--- src/rtl/cache_trace_driver.sv ---
// Cache trace driver: buffers loader trace records in a small FIFO and replays
// them to the cache model one access per clock, counting what was issued.
module cache_trace_driver #(
  parameter int DEPTH = 8,
  parameter int CNT_W = 32
) (
  input  logic             clk,
  input  logic             rst_n,
  input  logic             in_valid,
  output logic             in_ready,
  input  logic [1:0]       in_type,
  input  logic [31:0]      in_addr,
  input  logic             in_last,
  input  logic             start,
  input  logic             pause,
  output logic [1:0]       Access_type,
  output logic [31:0]      Hex_address,
  output logic             busy,
  output logic             done,
  output logic [CNT_W-1:0] rd_cnt,
  output logic [CNT_W-1:0] wr_cnt,
  output logic [CNT_W-1:0] inv_cnt,
  output logic [CNT_W-1:0] stall_cnt
);

  localparam int PTR_W = $clog2(DEPTH);
  localparam int OCC_W = PTR_W + 1;
  localparam logic [1:0] TYPE_RD  = 2'd0;
  localparam logic [1:0] TYPE_WR  = 2'd1;
  localparam logic [1:0] TYPE_INV = 2'd2;
  localparam logic [1:0] TYPE_NOP = 2'd3;

  typedef enum logic [1:0] {
    ST_IDLE = 2'd0,
    ST_RUN  = 2'd1,
    ST_DONE = 2'd2
  } state_t;

  function automatic logic [CNT_W-1:0] sat_inc(input logic [CNT_W-1:0] v);
    if (&v) begin
      sat_inc = v;
    end else begin
      sat_inc = v + {{(CNT_W-1){1'b0}}, 1'b1};
    end
  endfunction

  logic [34:0]      mem_r [DEPTH];
  logic [PTR_W-1:0] wr_ptr_r;
  logic [PTR_W-1:0] rd_ptr_r;
  logic [OCC_W-1:0] occ_r;
  state_t           state_r;

  logic        full_s;
  logic        empty_s;
  logic        push_s;
  logic        pop_s;
  logic        head_last_s;
  logic [1:0]  head_type_s;
  logic [31:0] head_addr_s;

  assign full_s   = (occ_r == OCC_W'(DEPTH));
  assign empty_s  = (occ_r == {OCC_W{1'b0}});
  assign in_ready = ~full_s;
  assign push_s   = in_valid & ~full_s;
  assign pop_s    = (state_r == ST_RUN) & ~pause & ~empty_s;
  assign {head_last_s, head_type_s, head_addr_s} = mem_r[rd_ptr_r];

  // Record storage; contents need no reset because occupancy gates every read.
  always_ff @(posedge clk) begin
    if (push_s) begin
      mem_r[wr_ptr_r] <= {in_last, in_type, in_addr};
    end
  end

  // FIFO pointers and occupancy; pointers wrap naturally at the power-of-two depth.
  always_ff @(posedge clk or negedge rst_n) begin
    if (!rst_n) begin
      wr_ptr_r <= {PTR_W{1'b0}};
      rd_ptr_r <= {PTR_W{1'b0}};
      occ_r    <= {OCC_W{1'b0}};
    end else begin
      if (push_s) begin
        wr_ptr_r <= wr_ptr_r + PTR_W'(1'b1);
      end
      if (pop_s) begin
        rd_ptr_r <= rd_ptr_r + PTR_W'(1'b1);
      end
      case ({push_s, pop_s})
        2'b10:   occ_r <= occ_r + OCC_W'(1'b1);
        2'b01:   occ_r <= occ_r - OCC_W'(1'b1);
        default: occ_r <= occ_r;
      endcase
    end
  end

  // Replay FSM with registered cache-side outputs and issue counters.
  always_ff @(posedge clk or negedge rst_n) begin
    if (!rst_n) begin
      state_r     <= ST_IDLE;
      busy        <= 1'b0;
      done        <= 1'b0;
      Access_type <= TYPE_NOP;
      Hex_address <= 32'd0;
      rd_cnt      <= {CNT_W{1'b0}};
      wr_cnt      <= {CNT_W{1'b0}};
      inv_cnt     <= {CNT_W{1'b0}};
      stall_cnt   <= {CNT_W{1'b0}};
    end else begin
      Access_type <= TYPE_NOP;
      case (state_r)
        ST_IDLE, ST_DONE: begin
          if (start) begin
            state_r   <= ST_RUN;
            busy      <= 1'b1;
            done      <= 1'b0;
            rd_cnt    <= {CNT_W{1'b0}};
            wr_cnt    <= {CNT_W{1'b0}};
            inv_cnt   <= {CNT_W{1'b0}};
            stall_cnt <= {CNT_W{1'b0}};
          end
        end
        ST_RUN: begin
          if (pop_s) begin
            Access_type <= head_type_s;
            Hex_address <= head_addr_s;
            case (head_type_s)
              TYPE_RD:  rd_cnt  <= sat_inc(rd_cnt);
              TYPE_WR:  wr_cnt  <= sat_inc(wr_cnt);
              TYPE_INV: inv_cnt <= sat_inc(inv_cnt);
              default:  ;
            endcase
            // The last record is still issued on this edge; DONE follows immediately.
            if (head_last_s) begin
              state_r <= ST_DONE;
              busy    <= 1'b0;
              done    <= 1'b1;
            end
          end else if (!pause) begin
            stall_cnt <= sat_inc(stall_cnt);
          end
        end
        default: begin
          state_r <= ST_IDLE;
          busy    <= 1'b0;
          done    <= 1'b0;
        end
      endcase
    end
  end

endmodule
--- config.mk ---
export PLATFORM = sky130hd
export DESIGN_NAME = cache_trace_driver
export DESIGN_NICKNAME = d
export VERILOG_FILES = /design/src/rtl/cache_trace_driver.sv
export SDC_FILE = /design/constraint.sdc
export NUM_CORES = 1
export LEC_CHECK = 0
export ABC_AREA = 1
export ABC_CLOCK_PERIOD_IN_PS = 7500
export CAP_MARGIN = 20
export CORE_UTILIZATION = 45
export CTS_BUF_LIST = sky130_fd_sc_hd__clkbuf_8
export CTS_CLUSTER_SIZE = 30
export DETAILED_ROUTE_END_ITERATION = 16
export PLACE_DENSITY = 0.75
export SYNTH_ARGS = -nofsm -noshare
export SYNTH_HDL_FRONTEND = slang
export SYNTH_SLANG_ARGS = --single-unit
--- constraint.sdc ---
create_clock -name clk -period 7.5 [get_ports clk]
set_input_delay 0.75 -clock clk [delete_from_list [all_inputs] [get_ports clk]]
set_output_delay 0.75 -clock clk [all_outputs]
set_load 0.01 [all_outputs]
Word level (Yosys, flattened, before mapping)
Memories as Yosys holds them, arrays and structs flattened.
Index checks and enable logic that the tools add are counted.
- bits in registers: 176
- bits in writable memories: 280
- output and inout port bits: 165
- logic and storage cells: 96
- memories: 1
- add/subtract/negate cells: 8
- eq/ne operators: 19
- multiplexer cells: 34
- bitwise operators: 6
- reductions and logical operators: 16
- memories (memory ; words ; bits a word ; read ports ; clocked after memory_dff ; wr ports ; line ; RTL):
    mem_r ; 8 ; 35 ; 1 ; 0 ; 1 ; 47 ; logic [34:0] mem_r [DEPTH];
- operator list (kind ; count):
    32-bit two-way mux ; 13
    32-bit case mux with 2 select lines ; 4
    32-bit by 1-bit adder with 32-bit output, second input constant ; 4
    32-bit AND reduction ; 4
    5-bit AND reduction ; 4
    2-bit inequality test, second input constant ; 9
    2-bit two-way mux ; 5
    1-bit two-way mux ; 8
    4-bit case mux with 2 select lines ; 1
    3-bit by 1-bit adder with 3-bit output, second input constant ; 2
    2-bit by 1-bit equality test with 1-bit output, second input constant ; 3
    2-bit equality test, second input constant ; 3
    2-bit by 1-bit inequality test with 1-bit output, second input constant ; 3
    4-bit by 1-bit adder with 4-bit output, second input constant ; 1
    4-bit equality test, second input constant ; 1
    2-bit logical NOT ; 2
    4-bit logical NOT ; 1
    1-bit case mux with 2 select lines ; 2
    2-bit case mux with 2 select lines ; 1
    2-bit nonzero test ; 2
    4-bit by 1-bit subtractor with 4-bit output, second input constant ; 1
    1-bit AND ; 3
    1-bit inverter ; 3
    3-bit AND reduction ; 1
    other kinds (2) ; 2

Logic depth before layout (Yosys ltp)
- depth in word-level cells: 5
- depth in mapped cells: 15

Least setup slack after synthesis
No wires, ideal clock.
- kind: in2reg
- start point: in in_valid
- end point: mem mem_r[0][0] (enable)
- library setup time: 0.427 ns
- arrival time: 2.666 ns
- required time: 7.073 ns
- slack: 4.407 ns
- cell stages on the path: 3
- cell sequence: nand2_1 or2_2 nor2_1
- cells in the longest elaborated chain, start to end: 3
- ends and longest elaborated chain (what ; line ; RTL):
    from (decl) ; 9 ; input logic in_valid,
    1-bit AND ; 64 ; assign push_s = in_valid & ~full_s;
    1-bit two-way mux ; 70 ; if (push_s) begin
    1-bit two-way mux (not written as such) ; 71 ; mem_r[wr_ptr_r] <= {in_last, in_type, in_addr};
    to (decl) ; 47 ;
Every way passes these cells.

Final worst setup path
- start point: reg state_r[1]
- end point: reg rd_cnt[17]
- cells in the longest elaborated chain, start to end: 5
- elaborated cells between the ends (all ways): 13
- ends and longest elaborated chain (what ; line ; RTL):
    from (decl) ; 51 ; state_t state_r;
    from (signal assigned) ; 99 ; state_r <= ST_IDLE;
    from (signal assigned) ; 113 ; state_r <= ST_RUN;
    from (signal assigned) ; 134 ; state_r <= ST_DONE;
    2-bit by 1-bit equality test with 1-bit output ; 65, 110 ;
    1-bit AND (2 in a row) ; 65 ; assign pop_s = (state_r == ST_RUN) & ~pause & ~empty_s;
    2-bit inequality test (no line) ; -- ;
    5-bit AND reduction (no line) ; -- ;
    to (signal assigned) ; 104 ; rd_cnt <= {CNT_W{1'b0}};
    to (signal assigned) ; 116 ; rd_cnt <= {CNT_W{1'b0}};
    to (signal assigned) ; 127 ; TYPE_RD: rd_cnt <= sat_inc(rd_cnt);
    to (decl) ; 20 ; output logic [CNT_W-1:0] rd_cnt,
Several ways; a longest one is shown, not always the timed one.
A chain may end at the register's enable or synchronous reset.

==> flow_summary.yaml <==
detailed_routing:
  wl_per_cell_um: 17.3
  drt-initial-drc-count: 1834
  drcViolationCount: 0
  avgViaCountPerCell: 5.38
  vias: 18900
  wl_met1_mm: 25.8
  maxUsedRoutingLayer: "met5"
  detail-route-antenna-nets: 0
  drt_wl_total_mm: 60.8
  drtPass1Iterations: 5
  route.met2.wl_mm: 28.7
  route.met3.wl_mm: 4.55
global_route:
  antenna_found_initial: 8
  gr-total-overflow: 0
  grt.total_usage_pct: 24.2
  grt_pass1_wl_mm: 95.9
  grt_max_degree: 116
  grt_pass1_vias: 18000
synth:
  synth_seq_cells: 456
  synth_edf_count: 280
  netlist_instances: 2587
  ys_seq_area_share_pct: 58.0
  netlist.area_leader.share_pct: 38.0
  yosysWarningCount: 0
  synth.most_common_cell: "nand2_1"
  synth_cell_type_count: 34
  netlist_area_um2: 22100
  syn_avg_cell_area_um2: 8.55
  ys_top_cells_by_area: "edfxtp_1, dfrtp_1, nand2_1, nor2_1, nand3_1"
  synth_top_cell_by_area: "edfxtp_1"
  synth_nets: 2636
  synthFlopType: "edfxtp_1"
  synth_common_cells: "nand2_1, nor2_1, edfxtp_1"
  synth-async-reset-ratio_pct: 38.6
cells_and_area:
  layout-drive-gt1-share_pct: 5.83
  fin_area_um2: 26400
  syn_to_final_growth_pct: 19.6
  final_cells: 3505
  num-nets-final: 2833
  fillers: 4247
  final_core_util_pct: 54.9
cts:
  clock_path_buffers: 3
  htree_levels: 3
  cts_tree: "done"
  clock_latency_ps: 680
  cts_made_buffers: 77
  path_clk_slew_ps: 60
  cts_resized: 0
  cts.sinks: 456
  hold_buffers: 0
  cts_setup_buffers: 0
  root_buffer: "clkbuf_8"
die:
  initial_utilization_pct: 45.9
  die_area_um2: 50000
  io_pins: 205
  dieHeight_um: 224
  fp-row-count: 80
  core_um2: 48100
  fp.dieW_um: 224
hold_path:
  hp-class: "primary input to asynchronous set/reset pin"
worst_setup_path:
  reg2reg_slack_ps: 2700
  crit_path_start: "state_r[1]$_DFFE_PN0P_"
  cp_slowest_cell: "clkinv_2"
  arrival_ps: 5350
  start_kind: "flop"
  worstReg2RegEnd: "rd_cnt[17]$_DFFE_PN0P_"
  cpPeakStageDelay_ps: 800
  critPathKind: "flop to flop"
  setup.worst_path.end_class: "flop"
  worstPathCellList: "nor2_8 -> clkinv_2 -> nor2_1 -> nand2_1 -> a21oi_4 -> buf_4 -> nand3_2 -> nand2_1 -> nand2_1"
  path_common_cell: "nand2_1"
  worstSetupEndpoint: "rd_cnt[17]$_DFFE_PN0P_"
  worstPathRequired_ps: 8050
  path_max_fanout: 65
  r2r_cells: 9
  reg2reg_from: "state_r[1]$_DFFE_PN0P_"
place:
  io_buffers: 204
  place.gp.congestion: 0.944
  dp_hpwl_mm: 37.9
  dp.cells: 3359
  postPlaceCellArea_um2: 24700
timing:
  fin_tns_setup_ps: 0
  setup_violations: 0
  finalHoldViolCount: 0
  clock_skew_ps: 42.5
  fin_crit_ps: 4800
  tightest_slew_ps: 1110
  rsz0062_at_grt: "false"
  fmax_mhz: 208
  fin_crit_sh_pct: 64.0
  maxSlewViolCount: 0
  maxSlewHeadroom_pct: 25.9
pwr:
  vdd_drop_max_uv: 248
  power.leakage_nw: 10.3
  power_density_nw_per_um2: 317
status:
  status: "complete, no violations"
job:
  drv_cap: 0
where the power goes:
group	switching (W)	internal, W
sequential	0.000205	0.00307
combinational	0.00199	0.000792
clock	0.00105	0.00129
flip-flops by register name, summed over array words and instances (netlist names):
signal / cells
stall_cnt: 32
occ_r: 4
state_r: 2
wr_cnt: 32
rd_ptr_r: 3
busy: 1
Hex_address: 32
done: 1
wr_ptr_r: 3
inv_cnt: 32
rd_cnt: 32
mem_r: 280
Access_type: 2
final cells by class:
cell class                 count  area, um^2  share of cell area [%]
sequential                   456       12800                    48.5
multi-input combinational   1876        8340                    31.5
timing repair buffer         228        2250                    8.52
clock buffer                  98        1350                    5.10
tap                          656         821                    3.10
inverter                     145         547                    2.07
clock inverter                44         309                    1.17
antenna                        2        5.00                  0.0189
through the flow:
step | hold WS [ps] | setup slack, ps | power (W)
after CTS | 61.2 | 2750 | 0.00840
after detailed placement | 466 | 2750 | 0.00604
after global placement | 465 | 2880 | 0.00594
after floorplan | 454 | 4410 | 0.00509
after global routing | 81.9 | 2260 | 0.00884
final | 71.4 | 2700 | 0.00839
per-layer routing:
metal,vias up,global-route usage (%)
met1,8940,31.8
met4,14,9.21
li1,9003,-
met2,752,39.3
met5,-,0
met3,158,5.39
worst max-delay path: cells and delay by family, from the launching register on:
kind | cells | cell delay (ps)
buf+inv | 2 | 1500
compound gates | 1 | 780
simple gates | 6 | 1880
flops | 1 | 450
placed cells by master, fill, tap and decap left out, types with 15 or more instances in the layout:
cell type	netlist	final
clkbuf_8	0	99
buf_4	4	22
nand3_1	177	177
o22ai_1	16	16
nand4_1	54	54
dfrtp_1	174	172
inv_1	143	167
a21oi_1	15	15
clkdlybuf4s50_1	0	203
o221ai_1	48	48
nor2_1	489	480
nand2_1	830	830
o21ai_0	165	165
xor2_1	18	18
edfxtp_1	280	280
cell families (layout without fill, tap and decap cells):
kind of cell    after synthesis  count (layout)  share of synthesized area, %
simple gates               1576            1576                          28.7
flops                       456             456                          58.0
compound gates              260             260                          7.03
buf+inv                     255             515                          4.60
xor+xnor                     31              31                          1.23
fa+ha+maj                     9               9                         0.509
other cells                   0               2                             0
worst min path at each step:
stage,cells past startpoint,endpoint
2_1_floorplan,0,Hex_address[0]$_DFFE_PN0P_
3_3_place_gp,2,busy$_DFFE_PN0P_
3_5_place_dp,2,done$_DFFE_PN0P_
4_1_cts,1,rd_cnt[21]$_DFFE_PN0P_
5_1_grt,1,rd_cnt[17]$_DFFE_PN0P_
6_report,1,rd_cnt[21]$_DFFE_PN0P_
Note: power is estimated with default switching activity, not from simulation.
==> RTL edit 1, RTL diff (config.mk and constraints unchanged) <==
Register the output `rd_cnt` once more, with the module's reset; this adds one clock of latency there. The other outputs are not delayed to match.
--- a/src/rtl/cache_trace_driver.sv
+++ b/src/rtl/cache_trace_driver.sv
@@ -35,6 +35,8 @@
     ST_RUN  = 2'd1,
     ST_DONE = 2'd2
   } state_t;
+
+  logic [CNT_W-1:0] rd_cnt_s0;
 
   function automatic logic [CNT_W-1:0] sat_inc(input logic [CNT_W-1:0] v);
     if (&v) begin
@@ -101,7 +103,7 @@
       done        <= 1'b0;
       Access_type <= TYPE_NOP;
       Hex_address <= 32'd0;
-      rd_cnt      <= {CNT_W{1'b0}};
+      rd_cnt_s0   <= {CNT_W{1'b0}};
       wr_cnt      <= {CNT_W{1'b0}};
       inv_cnt     <= {CNT_W{1'b0}};
       stall_cnt   <= {CNT_W{1'b0}};
@@ -113,7 +115,7 @@
             state_r   <= ST_RUN;
             busy      <= 1'b1;
             done      <= 1'b0;
-            rd_cnt    <= {CNT_W{1'b0}};
+            rd_cnt_s0 <= {CNT_W{1'b0}};
             wr_cnt    <= {CNT_W{1'b0}};
             inv_cnt   <= {CNT_W{1'b0}};
             stall_cnt <= {CNT_W{1'b0}};
@@ -124,7 +126,7 @@
             Access_type <= head_type_s;
             Hex_address <= head_addr_s;
             case (head_type_s)
-              TYPE_RD:  rd_cnt  <= sat_inc(rd_cnt);
+              TYPE_RD:  rd_cnt_s0 <= sat_inc(rd_cnt_s0);
               TYPE_WR:  wr_cnt  <= sat_inc(wr_cnt);
               TYPE_INV: inv_cnt <= sat_inc(inv_cnt);
               default:  ;
@@ -148,4 +150,12 @@
     end
   end
 
+  always_ff @(posedge clk or negedge rst_n) begin
+    if (!rst_n) begin
+      rd_cnt <= '0;
+    end else begin
+      rd_cnt <= rd_cnt_s0;
+    end
+  end
+
 endmodule
Check against the original RTL: not equivalent (Yosys sat finds a counterexample within 4 cycles, from zero or initial values and one cycle with rst_n low).
==> RTL edit 1 against the unedited design <==
Via count is 0.76% higher; utilization is 0.54 points lower; setup slack better by 0.72 ns; sequential share of layout area is 1.4 points higher; power is 3.3% higher; synthesized area is 3.5% higher; final area is 3.2% higher; synthesized cell count is 0.50% lower; wire length is 1.7% lower; sequential cell count is 32 higher; combinational power is 2% lower; critical endpoint is now rd_cnt_s0[29]$_DFFE_PN0P_; largest power group unchanged.
==> RTL edit 1: results (changes against the unedited design) <==
| Metric | Value |
|---|---|
| Flop2flop setup slack | `3.42 ns (was 2.70 ns)` |
| Worst hold margin | `0.128 ns (was 0.0714 ns)` |
| Inverters | `152 (was 145)` |
| Gr usage total | `0.234 (was 0.242)` |
| Worst-margin pin slew | `1.06 ns (was 1.11 ns)` |
| Placer Congestion | `0.981 (was 0.944)` |
| Outcome | `completed (unchanged)` |
| Final WL | `59.7 mm (was 60.8 mm)` |
| Layout clock buffers | `94 (was 98)` |
| Sequential cell count | `488 (was 456)` |
| Worst R2R End | `rd_cnt_s0[29]$_DFFE_PN0P_ (was rd_cnt[17]$_DFFE_PN0P_)` |
| Seq. cell area | `13600 um2 (was 12800 um2)` |
| Pleak | `0.0107 uW (was 0.0103 uW)` |
| Worst R2R Start | `rd_ptr_r[0]$_DFFE_PN0N_ (was state_r[1]$_DFFE_PN0P_)` |
| Max rail drop VDD | `246 uV (was 248 uV)` |
| Post-DP Area | `25500 um2 (was 24700 um2)` |
| Syn Nets | `2623 (was 2636)` |
| Post-synthesis sequential area ratio | `0.595 (was 0.580)` |
| Synth Area in Compound Gates | `0.0741 (was 0.0703)` |
| Share of cells above drive strength 1 | `0.0636 (was 0.0583)` |
| Signal buf overhead | `0.0821 (was 0.0852)` |
| Slowest stage delay, CP | `0.90 ns (was 0.80 ns)` |
| Drt pass-1 iters | `7 (was 5)` |
| Final core utilization | `0.544 (was 0.549)` |
| Non-clock buffers | `226 (was 228)` |
| Fraction of area in multi-input gates | `0.303 (was 0.315)` |
-- RTL edit 1: power groups by stage --
stage / sequential, uW / combinational [uW] / clock [uW]
final: 3450 / 2730 / 2490
after global routing: 3490 / 3010 / 2660
after CTS: 3450 / 2730 / 2540
after detailed placement: 3490 / 2720 / 0
after global placement: 3480 / 2600 / 0
after floorplan: 3480 / 1780 / 0
-- RTL edit 1: worst max path at each step --
stage / from / slack (ns) / to / depth (start not counted)
4_1_cts: rd_ptr_r[0]$_DFFE_PN0N_ / 3.48 / rd_cnt_s0[29]$_DFFE_PN0P_ / 11
5_1_grt: rd_ptr_r[0]$_DFFE_PN0N_ / 2.97 / rd_cnt_s0[27]$_DFFE_PN0P_ / 11
2_1_floorplan: in_valid / 4.41 / mem_r[0][0]$_DFFE_PP_ / 3
3_5_place_dp: rd_ptr_r[0]$_DFFE_PN0N_ / 3.49 / rd_cnt_s0[15]$_DFFE_PN0P_ / 11
3_3_place_gp: rd_ptr_r[0]$_DFFE_PN0N_ / 3.41 / rd_cnt_s0[25]$_DFFE_PN0P_ / 10
6_report: rd_ptr_r[0]$_DFFE_PN0N_ / 3.42 / rd_cnt_s0[29]$_DFFE_PN0P_ / 11
-- RTL edit 1: metal layers --
| layer | global-route usage | part of all wire | vias up |
|---|---|---|---|
| li1 | - | - | 9039 |
| met1 | 0.304 | 0.42 | 9067 |
| met2 | 0.383 | 0.48 | 763 |
| met3 | 0.0469 | 0.072 | 134 |
| met4 | 0.0940 | 0.026 | 8 |
| met5 | 0 | 0.00095 | - |
==> RTL edit 2, RTL diff (config.mk and constraints unchanged) <==
Without the edit above. Set the parameter `CNT_W` to 24 (it was 32).
--- a/src/rtl/cache_trace_driver.sv
+++ b/src/rtl/cache_trace_driver.sv
@@ -2,7 +2,7 @@
 // them to the cache model one access per clock, counting what was issued.
 module cache_trace_driver #(
   parameter int DEPTH = 8,
-  parameter int CNT_W = 32
+  parameter int CNT_W = 24
 ) (
   input  logic             clk,
   input  logic             rst_n,
Interface: changed (resized inv_cnt, rd_cnt, stall_cnt and wr_cnt); port bits go from 205 to 173. No check against the original RTL was run, so the function may have changed too.
==> RTL edit 2 against the unedited design <==
First-iteration DRC count down 33%; largest cell class unchanged; power down 8.3%; utilization down 0.32 points; setup slack better by 1.3 ns; fmax up 38%; clock power down 13%; wire length down 17%; synthesized area down 12%; sequential cell count down 32; via count down 18%; synthesized cell count down 20%; final area down 12%; combinational power down 8.3%; sequential power down 5%.
==> RTL edit 2: results (changes against the unedited design) <==
| Metric | Value |
|---|---|
| Outcome | `completed (unchanged)` |
| Pre-CTS setup slack | `3.88 ns (was 2.75 ns)` |
| Seq. cell area | `12000 um2 (was 12800 um2)` |
| Synth async-reset ratio | `0.340 (was 0.386)` |
| Largest net degree at the start of global routing | `97 (was 116)` |
| Worst R2R Start | `rd_ptr_r[0]$_DFFE_PN0N_ (was state_r[1]$_DFFE_PN0P_)` |
| Post-synthesis sequential area ratio | `0.615 (was 0.580)` |
| Vias in the first global route | `14939 (was 18036)` |
| Slowest stage delay, CP | `0.93 ns (was 0.80 ns)` |
| First-pass GRT wire length | `79.0 mm (was 95.9 mm)` |
| Minimum clock period | `3.48 ns (was 4.80 ns)` |
| DR vias | `15535 (was 18867)` |
| Worst-skew pair later-pin latency | `0.62 ns (was 0.68 ns)` |
| Avg WL per Cell | `17.5 um (was 17.3 um)` |
| Post-Synth Adder-Cell Area | `0.00576 (was 0.00509)` |
| Worst hold margin | `0.257 ns (was 0.0714 ns)` |
| Filler cells | `3699 (was 4247)` |
| Port buffer count | `172 (was 204)` |
| Flop2flop setup slack | `4.02 ns (was 2.70 ns)` |
| HPWL Detailed | `29.7 mm (was 37.9 mm)` |
| Gr usage total | `0.228 (was 0.242)` |
| Top post-synthesis cells by area | `edfxtp_1 (43%), dfrtp_1 (18%), nand2_1 (11%) (was edfxtp_1 (38%), dfrtp_1 (20%), nand2_1 (14%))` |
| Netlist cell types | `37 (was 34)` |
| Worst-path fanout max | `73 (was 65)` |
| Path depth of the worst reg2reg path | `11 (was 9)` |
| Drt pass-1 iters | `6 (was 5)` |
| Placed cells | `2742 (was 3359)` |
| 1st-iter DRT viols | `1227 (was 1834)` |
| Top cells by count, synth | `nand2_1 (573), nor2_1 (346), edfxtp_1 (280), o21ai_0 (179), dfrtp_1 (142) (was nand2_1 (830), nor2_1 (489), edfxtp_1 (280), nand3_1 (177), dfrtp_1 (174))` |
| Worst R2R End | `wr_cnt[7]$_DFFE_PN0P_ (was rd_cnt[17]$_DFFE_PN0P_)` |
| Share of cells above drive strength 1 | `0.0684 (was 0.0583)` |
| Final WL | `50.3 mm (was 60.8 mm)` |
| Post-synthesis cell count | `2071 (was 2587)` |
| Placer Congestion | `0.924 (was 0.944)` |
| Clock skew | `0.0233 ns (was 0.0425 ns)` |
| XOR/XNOR share of the synthesized area | `0.0108 (was 0.0123)` |
| Post-DP Area | `21700 um2 (was 24700 um2)` |
## RTL edit 2: cell types whose count changed in the layout (fill, tap and decap cells not counted), moves of 3 or more
cell	unedited run	this run
xnor2_1	13	10
a21oi_1	15	19
nand2_1	830	573
inv_1	167	126
xor2_1	18	14
o21ai_0	165	179
clkbuf_8	99	82
nor2_1	480	338
clkdlybuf4s50_1	203	171
nand3_1	177	129
nand4_1	54	50
dfrtp_1	172	141
nand2_2	2	5
## RTL edit 2: per-layer routing
metal	vias to the layer above	track usage	wire length, um
met5	-	0	40
met4	6	0.0862	1310
met3	119	0.0459	3970
met2	597	0.378	23900
met1	7415	0.296	21000
li1	7398	-	-
## RTL edit 2: final cells by class
type	count	area share
sequential	424	0.519
multi-input combinational	1448	0.291
timing repair buffer	193	0.0814
clock buffer	82	0.0487
tap	577	0.0312
inverter	101	0.0164
clock inverter	46	0.0124
antenna	4	0.000432
## RTL edit 2: report_power, final
part	switching [uW]	internal [uW]
clock network	918	1110
registers	236	2890
logic	1800	755
